--- src/rtl/ctrl_pkg.sv ---
// ctrl_pkg: shared encodings for the multi-cycle RV32I control unit
package ctrl_pkg;
    typedef enum logic [3:0] {
        S_FETCH, S_DECODE, S_MEMADR, S_MEMRD, S_MEMWB, S_MEMWR,
        S_EXECR, S_EXECI, S_ALUWB, S_BRANCH, S_JAL, S_TRAP
    } state_t;
    typedef enum logic [1:0] {ALUOP_ADD, ALUOP_SUB, ALUOP_FUNCT} aluop_t;
    localparam logic [6:0] OPC_LOAD   = 7'b0000011;
    localparam logic [6:0] OPC_STORE  = 7'b0100011;
    localparam logic [6:0] OPC_OP     = 7'b0110011;
    localparam logic [6:0] OPC_OP_IMM = 7'b0010011;
    localparam logic [6:0] OPC_BRANCH = 7'b1100011;
    localparam logic [6:0] OPC_JAL    = 7'b1101111;
    localparam logic [2:0] ALU_ADD = 3'b000;
    localparam logic [2:0] ALU_SUB = 3'b001;
    localparam logic [2:0] ALU_AND = 3'b010;
    localparam logic [2:0] ALU_OR  = 3'b011;
    localparam logic [2:0] ALU_SLT = 3'b101;
    localparam logic [1:0] SRCA_PC = 2'b00, SRCA_OLDPC = 2'b01, SRCA_RS1 = 2'b10;
    localparam logic [1:0] SRCB_RS2 = 2'b00, SRCB_IMM = 2'b01, SRCB_4 = 2'b10;
    localparam logic [1:0] RES_ALUOUT = 2'b00, RES_MEM = 2'b01, RES_ALU = 2'b10;
    localparam logic [1:0] IMM_I = 2'b00, IMM_S = 2'b01, IMM_B = 2'b10, IMM_J = 2'b11;
endpackage

--- src/rtl/multicycle_control_if.sv ---
// multicycle_control_if: instruction/handshake inputs and datapath controls of the control unit
interface multicycle_control_if #(parameter int ALU_CTRL_W = 3);
    logic [31:0] Instr;
    logic Zero, mem_ready;
    logic mem_req, MemWrite, AdrSrc, IRWrite, PCWrite, RegWrite;
    logic [1:0] ALUSrcA, ALUSrcB, ImmSrc, ResultSrc;
    logic [ALU_CTRL_W-1:0] ALUctrl;
    logic illegal;
    modport master (
        input Instr, Zero, mem_ready,
        output mem_req, MemWrite, AdrSrc, IRWrite, PCWrite, RegWrite,
        output ALUSrcA, ALUSrcB, ImmSrc, ResultSrc, ALUctrl, illegal
    );
    modport slave (
        output Instr, Zero, mem_ready,
        input mem_req, MemWrite, AdrSrc, IRWrite, PCWrite, RegWrite,
        input ALUSrcA, ALUSrcB, ImmSrc, ResultSrc, ALUctrl, illegal
    );
endinterface

--- src/rtl/multicycle_control_alu_decoder.sv ---
// alu_decoder: maps ALUop/funct fields to an ALU operation and flags unsupported funct3
module alu_decoder import ctrl_pkg::*; (
    input  aluop_t     aluop,
    input  logic [2:0] funct3,
    input  logic       funct7,
    input  logic       op5,
    output logic [2:0] alu_ctrl,
    output logic       funct_ok
);
    assign funct_ok = funct3 inside {3'b000, 3'b010, 3'b110, 3'b111};
    assign alu_ctrl = aluop == ALUOP_ADD ? ALU_ADD :
                      aluop == ALUOP_SUB ? ALU_SUB :
                      funct3 == 3'b010   ? ALU_SLT :
                      funct3 == 3'b110   ? ALU_OR  :
                      funct3 == 3'b111   ? ALU_AND :
                      (funct7 && op5)    ? ALU_SUB : ALU_ADD;
endmodule

--- src/rtl/multicycle_control.sv ---
// multicycle_control: registered FSM sequencing RV32I instructions over a shared ALU and memory port
module multicycle_control import ctrl_pkg::*; #(
    parameter int ALU_CTRL_W = 3,
    parameter bit BNE_EN     = 1'b1
) (
    input logic clk,
    input logic rst,
    multicycle_control_if.master bus
);
    state_t state, next;
    aluop_t aluop;
    logic [6:0] op;
    logic [2:0] f3, alu_ctrl;
    logic funct_ok, br_ok, illegal_q, unused_instr;
    assign op = bus.Instr[6:0];
    assign f3 = bus.Instr[14:12];
    assign unused_instr = ^{bus.Instr[31], bus.Instr[29:15], bus.Instr[11:7]};
    assign br_ok = f3 == 3'b000 || (BNE_EN && f3 == 3'b001);
    assign aluop = (state == S_EXECR || state == S_EXECI) ? ALUOP_FUNCT :
                   state == S_BRANCH ? ALUOP_SUB : ALUOP_ADD;
    alu_decoder u_dec (
        .aluop(aluop), .funct3(f3), .funct7(bus.Instr[30]), .op5(bus.Instr[5]),
        .alu_ctrl(alu_ctrl), .funct_ok(funct_ok)
    );
    always_ff @(posedge clk) begin
        if (rst) begin
            state <= S_FETCH;
            illegal_q <= 1'b0;
        end else begin
            state <= next;
            if (state == S_DECODE && next == S_TRAP) illegal_q <= 1'b1;
        end
    end
    always_comb begin
        next = state;
        case (state)
            S_FETCH:  next = bus.mem_ready ? S_DECODE : S_FETCH;
            S_DECODE: case (op)
                OPC_LOAD, OPC_STORE: next = S_MEMADR;
                OPC_OP:              next = funct_ok ? S_EXECR : S_TRAP;
                OPC_OP_IMM:          next = funct_ok ? S_EXECI : S_TRAP;
                OPC_BRANCH:          next = br_ok ? S_BRANCH : S_TRAP;
                OPC_JAL:             next = S_JAL;
                default:             next = S_TRAP;
            endcase
            S_MEMADR: next = op[5] ? S_MEMWR : S_MEMRD;
            S_MEMRD:  next = bus.mem_ready ? S_MEMWB : S_MEMRD;
            S_MEMWR:  next = bus.mem_ready ? S_FETCH : S_MEMWR;
            S_MEMWB, S_ALUWB, S_BRANCH: next = S_FETCH;
            S_EXECR, S_EXECI, S_JAL:    next = S_ALUWB;
            default:  next = S_TRAP;
        endcase
    end
    always_comb begin
        bus.mem_req = 1'b0;
        bus.MemWrite = 1'b0;
        bus.AdrSrc = 1'b0;
        bus.IRWrite = 1'b0;
        bus.PCWrite = 1'b0;
        bus.RegWrite = 1'b0;
        bus.ALUSrcA = SRCA_PC;
        bus.ALUSrcB = SRCB_RS2;
        bus.ImmSrc = IMM_I;
        bus.ResultSrc = RES_ALUOUT;
        case (state)
            S_FETCH: begin
                bus.mem_req = 1'b1;
                bus.ALUSrcB = SRCB_4;
                bus.ResultSrc = RES_ALU;
                bus.IRWrite = bus.mem_ready;
                bus.PCWrite = bus.mem_ready;
            end
            S_DECODE: begin
                bus.ALUSrcA = SRCA_OLDPC;
                bus.ALUSrcB = SRCB_IMM;
                bus.ImmSrc = IMM_B;
            end
            S_MEMADR: begin
                bus.ALUSrcA = SRCA_RS1;
                bus.ALUSrcB = SRCB_IMM;
                bus.ImmSrc = op[5] ? IMM_S : IMM_I;
            end
            S_MEMRD: begin
                bus.mem_req = 1'b1;
                bus.AdrSrc = 1'b1;
            end
            S_MEMWB: begin
                bus.ResultSrc = RES_MEM;
                bus.RegWrite = 1'b1;
            end
            S_MEMWR: begin
                bus.mem_req = 1'b1;
                bus.MemWrite = 1'b1;
                bus.AdrSrc = 1'b1;
                bus.ImmSrc = IMM_S;
            end
            S_EXECR: bus.ALUSrcA = SRCA_RS1;
            S_EXECI: begin
                bus.ALUSrcA = SRCA_RS1;
                bus.ALUSrcB = SRCB_IMM;
            end
            S_ALUWB: bus.RegWrite = 1'b1;
            S_BRANCH: begin
                bus.ALUSrcA = SRCA_RS1;
                bus.PCWrite = bus.Zero ^ (BNE_EN & f3[0]);
            end
            S_JAL: begin
                bus.ALUSrcA = SRCA_OLDPC;
                bus.ALUSrcB = SRCB_4;
                bus.ImmSrc = IMM_J;
                bus.PCWrite = 1'b1;
            end
            default: ;
        endcase
        if (rst) begin
            bus.mem_req = 1'b0;
            bus.MemWrite = 1'b0;
            bus.IRWrite = 1'b0;
            bus.PCWrite = 1'b0;
            bus.RegWrite = 1'b0;
        end
    end
    assign bus.ALUctrl = ALU_CTRL_W'(alu_ctrl);
    assign bus.illegal = illegal_q;
endmodule

--- src/flat_wrapper.sv ---
// flat-port wrapper written by rule: the top's interface ports become plain ports
module multicycle_control_flat import ctrl_pkg::*;
#(
    parameter int ALU_CTRL_W = 3,
    parameter bit BNE_EN     = 1'b1
)
  (clk, rst, bus_Instr, bus_Zero, bus_mem_ready, bus_mem_req, bus_MemWrite, bus_AdrSrc, bus_IRWrite, bus_PCWrite, bus_RegWrite, bus_ALUSrcA, bus_ALUSrcB, bus_ImmSrc, bus_ResultSrc, bus_ALUctrl, bus_illegal);
  multicycle_control_if #(.ALU_CTRL_W(ALU_CTRL_W)) bus_i ();
  input logic clk;
  input logic rst;
  input wire logic [$bits(bus_i.Instr)-1:0] bus_Instr;
  input wire logic [$bits(bus_i.Zero)-1:0] bus_Zero;
  input wire logic [$bits(bus_i.mem_ready)-1:0] bus_mem_ready;
  output wire logic [$bits(bus_i.mem_req)-1:0] bus_mem_req;
  output wire logic [$bits(bus_i.MemWrite)-1:0] bus_MemWrite;
  output wire logic [$bits(bus_i.AdrSrc)-1:0] bus_AdrSrc;
  output wire logic [$bits(bus_i.IRWrite)-1:0] bus_IRWrite;
  output wire logic [$bits(bus_i.PCWrite)-1:0] bus_PCWrite;
  output wire logic [$bits(bus_i.RegWrite)-1:0] bus_RegWrite;
  output wire logic [$bits(bus_i.ALUSrcA)-1:0] bus_ALUSrcA;
  output wire logic [$bits(bus_i.ALUSrcB)-1:0] bus_ALUSrcB;
  output wire logic [$bits(bus_i.ImmSrc)-1:0] bus_ImmSrc;
  output wire logic [$bits(bus_i.ResultSrc)-1:0] bus_ResultSrc;
  output wire logic [$bits(bus_i.ALUctrl)-1:0] bus_ALUctrl;
  output wire logic [$bits(bus_i.illegal)-1:0] bus_illegal;
  assign bus_i.Instr = bus_Instr;
  assign bus_i.Zero = bus_Zero;
  assign bus_i.mem_ready = bus_mem_ready;
  assign bus_mem_req = bus_i.mem_req;
  assign bus_MemWrite = bus_i.MemWrite;
  assign bus_AdrSrc = bus_i.AdrSrc;
  assign bus_IRWrite = bus_i.IRWrite;
  assign bus_PCWrite = bus_i.PCWrite;
  assign bus_RegWrite = bus_i.RegWrite;
  assign bus_ALUSrcA = bus_i.ALUSrcA;
  assign bus_ALUSrcB = bus_i.ALUSrcB;
  assign bus_ImmSrc = bus_i.ImmSrc;
  assign bus_ResultSrc = bus_i.ResultSrc;
  assign bus_ALUctrl = bus_i.ALUctrl;
  assign bus_illegal = bus_i.illegal;
  multicycle_control #(.ALU_CTRL_W(ALU_CTRL_W), .BNE_EN(BNE_EN)) u_core (.clk(clk), .rst(rst), .bus(bus_i));
endmodule
--- config.mk ---
export PLATFORM = sky130hd
export DESIGN_NAME = multicycle_control_flat
export DESIGN_NICKNAME = d
export VERILOG_FILES = /design/src/rtl/ctrl_pkg.sv /design/src/rtl/multicycle_control_if.sv /design/src/rtl/multicycle_control_alu_decoder.sv /design/src/rtl/multicycle_control.sv /design/src/flat_wrapper.sv
export SDC_FILE = /design/constraint.sdc
export NUM_CORES = 1
export LEC_CHECK = 0
export ABC_AREA = 1
export BUFFER_PORTS_ARGS = -buffer_cell sky130_fd_sc_hd__buf_4
export CAP_MARGIN = 10
export CORE_MARGIN = 2
export CORE_UTILIZATION = 34
export DETAILED_ROUTE_END_ITERATION = 10
export HOLD_SLACK_MARGIN = 0.05
export PLACE_DENSITY = 0.81
export SLEW_MARGIN = 5
export SYNTH_ARGS = -nofsm -noshare
export SYNTH_HDL_FRONTEND = slang
export SYNTH_SLANG_ARGS = --single-unit
--- constraint.sdc ---
create_clock -name clk -period 1.8 [get_ports clk]
set_input_delay 0.09 -clock clk [delete_from_list [all_inputs] [get_ports clk]]
set_output_delay 0.09 -clock clk [all_outputs]
set_load 0.05 [all_outputs]
# Word-level counts from Yosys, hierarchy flattened
# Cells that the tools add are included.
# op_classes
n_addsub	0
n_mul	0
n_div	0
order_cmp	0
eq_ne	22
n_shift	0
mux	33
n_bitwise	1
n_reduce_logical	18
# ops
cell	count
4-bit one-hot mux with 7 select lines	1
4-bit one-hot mux with 5 select lines	1
3-bit two-way mux	6
4-bit by 3-bit equality test with 1-bit output, second input constant	4
4-bit equality test, second input constant	4
7-bit by 6-bit equality test with 1-bit output, second input constant	2
7-bit equality test, second input constant	2
1-bit two-way mux	14
2-bit one-hot mux with 2 select lines	3
3-bit OR reduction	4
2-bit OR reduction	5
4-bit by 2-bit equality test with 1-bit output, second input constant	2
2-bit two-way mux	4
4-bit two-way mux	2
2-bit one-hot mux with 4 select lines	1
7-bit by 2-bit equality test with 1-bit output, second input constant	1
7-bit by 5-bit equality test with 1-bit output, second input constant	1
3-bit equality test, second input constant	2
4-bit by 1-bit equality test with 1-bit output, second input constant	1
4-bit zero test	1
4-bit nonzero test	1
4-bit OR reduction	1
3-bit by 1-bit equality test with 1-bit output, second input constant	1
3-bit by 2-bit equality test with 1-bit output, second input constant	1
other kinds (7)	9
# totals
reg_bits	5
latch_bits	0
mem_bits_rw	0
mem_bits_ro	0
wordCells	76
memories	0

# Depth between registers and ports, before layout
# depth
depth_word	7
ltp_mapped	9
ltp_nobuf	9

# By module
# From an unflattened synthesis, not the netlist that was laid out.
# hier_totals
hier_cells	109
area_unflattened_um2	600.6
# by_module_without_submodules
mod	instances	cells_per_inst	area_per_inst_um2	seq_area_each_um2
multicycle_control	1	98	545.5	100.1
alu_decoder	1	11	55.1	0.0

# Worst setup path before layout
# OpenSTA, ideal clock, no wires.
# synth_path
path_kind	reg-to-output
start	register u_core.state[2]
end	output port bus_ALUctrl[2]
t_arrival_ns	2.123
path_slack_ns	-0.413
stages_incl_launch_ff	5
n_path_buf	0
cell_sequence	dfxtp_1 > nand2_1 > inv_1 > nand2_1 > nor4_1
# synth_via
elab_chain_len	6
# synth_rtl
item	line_no	text
from (decl)	multicycle_control.sv:10	state_t state, next;
from (signal assigned)	multicycle_control.sv:30	state <= next;
4-bit equality test / 4-bit by 3-bit equality test with 1-bit output (equally long branches)	multicycle_control.sv:20, multicycle_control.sv:19	
1-bit two-way mux / 1-bit logical OR (equally long branches)	multicycle_control.sv:20, multicycle_control.sv:19	
2-bit two-way mux (*)	multicycle_control.sv:19	assign aluop = (state == S_EXECR || state == S_EXECI) ? ALUOP_FUNCT :
2-bit by 1-bit equality test with 1-bit output	multicycle_control_alu_decoder.sv:12	aluop == ALUOP_SUB ? ALU_SUB :
3-bit two-way mux	multicycle_control_alu_decoder.sv:12	
3-bit two-way mux (*)	multicycle_control_alu_decoder.sv:11	assign alu_ctrl = aluop == ALUOP_ADD ? ALU_ADD :
to (decl)	flat_wrapper.sv:24	output wire logic [$bits(bus_i.ALUctrl)-1:0] bus_ALUctrl;
# Mark *: on every way between the ends. The rest lies on a longest branch, timed or not.

# Worst setup path in the final report
# layout_path
start	register u_core.state[3]
end	output port bus_PCWrite
# layout_via
elab_chain_len	3
# layout_rtl
item	line_no	text
4-bit equality test / 4-bit zero test (equally long branches)	multicycle_control.sv:65	case (state)
1-bit one-hot mux with 3 select lines (*)	multicycle_control.sv:65	
1-bit two-way mux (*)	multicycle_control.sv:115	if (rst) begin
to (decl)	flat_wrapper.sv:18	output wire logic [$bits(bus_i.PCWrite)-1:0] bus_PCWrite;
# Marks and branches as above.

==> flow_summary_export.csv <==
group,metric,value,unit
worst_hold_path,hold_path_class,"in2reg",
status,status,"complete, no violations",
yosys,syn_area,583.1,sq um
placement,gp_congestion,0.8607,
power_and_ir_drop,pwr_density_cell,1762,mW/mm^2
final_layout,multi_input_area,419.2,sq um
timing,finalSetupViolCount,0,
floorplanning,design.core.area,0.001559,sq mm
yosys,synth-seq-cells,5,
floorplanning,row_count,14,
critical_path,cp.arrival,1.55,ns
yosys,syn_nets,150,
routing,ant_nets,0,
floorplanning,fp.dieW,45.41,um
routing,routed.top_layer,"met3",
timing,tightest_slew,0.2289,ns
final_layout,layout_commonest_cell,"nand2_1",
routing,via_count,800,
yosys,yosysSeqAreaShare,0.1717,
power_and_ir_drop,p_leak,0.5126,nW
worst_hold_path,hold_start,"rst",
routing,postRouteWirelength,1701,um
power_and_ir_drop,fin_total_pwr,1.559,mW
critical_path,slowest_stage,"dfxtp_1",
placement,dpl.hpwl,1440,um
power_and_ir_drop,worst_ir_drop_vdd,0.8143,mV
yosys,synth_area_leaders,"nand2_1 22%, dfxtp_1 17%, nor2_1 15%",
clock_network,cts_max_level,1,
final_layout,final_nets,186,
critical_path,critPathCaptureType,"output pin",
critical_path,crit_family,"flip-flops",
clock_network,cts_buffers,3,
floorplanning,die_y,45.41,um
clock_network,cts_sinks,5,
clock_network,cts_tree,"done",
global_route,grt_usage,0.1811,
timing,period_needed,1.640,ns
clock_network,cts_root_buf,"clkbuf_4",
floorplanning,boundaryPins,54,
routing,met1_length,790,um
critical_path,startpoint_type,"flop",
global_route,grt_max_degree,11,
final_layout,final_layout_size_suffix_gt1_frac,0.3020,
placement,port_buffers,32,
yosys,ys_warn_count,0,
critical_path,worstPathMaxFanout,6,
yosys,synthCells,114,
timing,fmax,0.6099,GHz
global_route,grt_pass1_wl,2780,um
global_route,grt-ovfl-total,0,
critical_path,slowest_delay,0.38,ns
yosys,syn_area_per_cell,5.115,sq um
yosys,yosysTopAreaCell,"nand2_1",
clock_network,cts.clk_slew.worst_paths,0.04,ns
global_route,first_global_vias,686,
routing,met2_length,815,um
final_layout,seq_area,100.1,sq um
routing,viasPerCell,4.848,
placement,dp_cells,161,
clock_network,insertion_delay,0.24,ns
timing,finalMaxSlewViolations,0,
routing,drt_iter0_drc,12,
floorplanning,start_util,0.3740,
timing,skew,0.001172,ns
yosys,ys_types,20,
routing,drc,0,
critical_path,cp_num_buf_inv,2,
clock_network,cts-resized-gates,0,
routing,first_pass_iters,5,
critical_path,rr_startpoint,"u_core.state[2]",
critical_path,cp_cell_sequence,"inv_1 > nor2_1 > nand2_1 > o21a_1 > a21oi_2 > buf_4",
timing,relSlewSlack,0.8470,
final_layout,layout_common_cells,"34 x nand2_1, 32 x buf_4, 22 x nor2_1",
clock_network,cts_buffer_depth,2,
timing,grt_setup_unrepaired,"no",
floorplanning,die-area,0.002062,sq mm
final_layout,fillerInstances,166,
routing,met3_length,95,um
final_layout,areaGrowthSynthToFinish,51.72,%
flow_run,cap_violations,0,
global_route,antenna_found_initial,0,
critical_path,timing.setup.critical_path_class,"reg2out",
critical_path,crit_start,"u_core.state[3]",
final_layout,n_antenna_cell,0,
critical_path,required,1.71,ns
clock_network,hold_buffers,0,
yosys,synth_top_cell_area_share,0.2189,
clock_network,cts_setup_buffers,0,
timing,min_period_over_period,0.9110,
routing,drt-wirelength-per-cell,10.31,um
timing,hold_viol,0,
final_layout,final_cells,165,
-- cells by family (layout without fill, tap and decap cells) --
family | after synthesis | in the layout | synth area share
XOR/XNOR | 1 | 1 | 0.01502
AO/OA/AOI/OAI | 12 | 12 | 0.1223
flip-flops | 5 | 5 | 0.1717
buffers and inverters | 22 | 57 | 0.1416
AND/OR/NAND/NOR | 74 | 74 | 0.5494
-- metal layers --
| metal | GRT usage | vias up |
|---|---|---|
| met5 | 0 | - |
| met4 | 0.01765 | 0 |
| li1 | - | 426 |
| met2 | 0.3099 | 24 |
| met1 | 0.2343 | 350 |
| met3 | 0.04762 | 0 |
-- final cells by class --
class                           count  share of cell area
Clock buffer                        4             0.02970
Inverter                           21             0.08911
Multi-Input combinational cell     87              0.4738
Sequential cell                     5              0.1132
Tap cell                           16             0.02263
Timing Repair Buffer               32              0.2716
-- per-stage QoR --
stage	hold WS (ns)	area [sq um]	worst slack [ns]	util	TNS [ns]
after floorplan	0.2846	601.8	-0.01076	-	-0.01076
after global placement	0.3631	858.3	0.4498	0.5506	0
after detailed placement	0.3614	858.3	0.4363	0.5506	0
after CTS	0.1044	884.6	0.1697	0.5674	0
after global routing	0.1123	884.6	0.03149	0.5674	0
final	0.1090	884.6	0.1603	0.5674	0
-- synth_stat cells --
| cell type | n |
|---|---|
| nor2_4 | 2 |
| nor2_2 | 1 |
| dfxtp_1 | 5 |
| nand3_1 | 10 |
| o211ai_1 | 1 |
| o21a_1 | 1 |
| a41oi_1 | 1 |
| xnor2_1 | 1 |
| nor4_1 | 1 |
| o21ai_0 | 2 |
| inv_2 | 2 |
| a31oi_1 | 2 |
| nor2_1 | 23 |
| nor3_2 | 1 |
| clkbuf_1 | 1 |
| nand4_1 | 1 |
| nor3_1 | 1 |
| a21oi_1 | 5 |
| inv_1 | 19 |
| nand2_1 | 34 |
-- path summary, 6_finish.rpt --
| check | end | slack [ns] | cells after the start |
|---|---|---|---|
| max | bus_PCWrite | 0.16 | 6 |
| min | u_core.state[1] | 0.11 | 2 |
| max reg2reg | u_core.bus.illegal | 0.51 | 9 |
| min reg2reg | u_core.bus.illegal | 0.46 | 2 |
-- where the power goes --
| part | total (mW) | internal (mW) | switching [mW] | leakage [nW] |
|---|---|---|---|---|
| registers | 0.180 | 0.147 | 0.0335 | 0.0409 |
| clock network | 0.126 | 0.0836 | 0.0427 | 0.0150 |
| logic | 1.25 | 0.356 | 0.896 | 0.457 |
-- flip-flops by register name (all words and copies together), names as in the netlist --
name and cells:
u_core.state 4, u_core.bus.illegal 1
(Power assumes the default switching activity.)
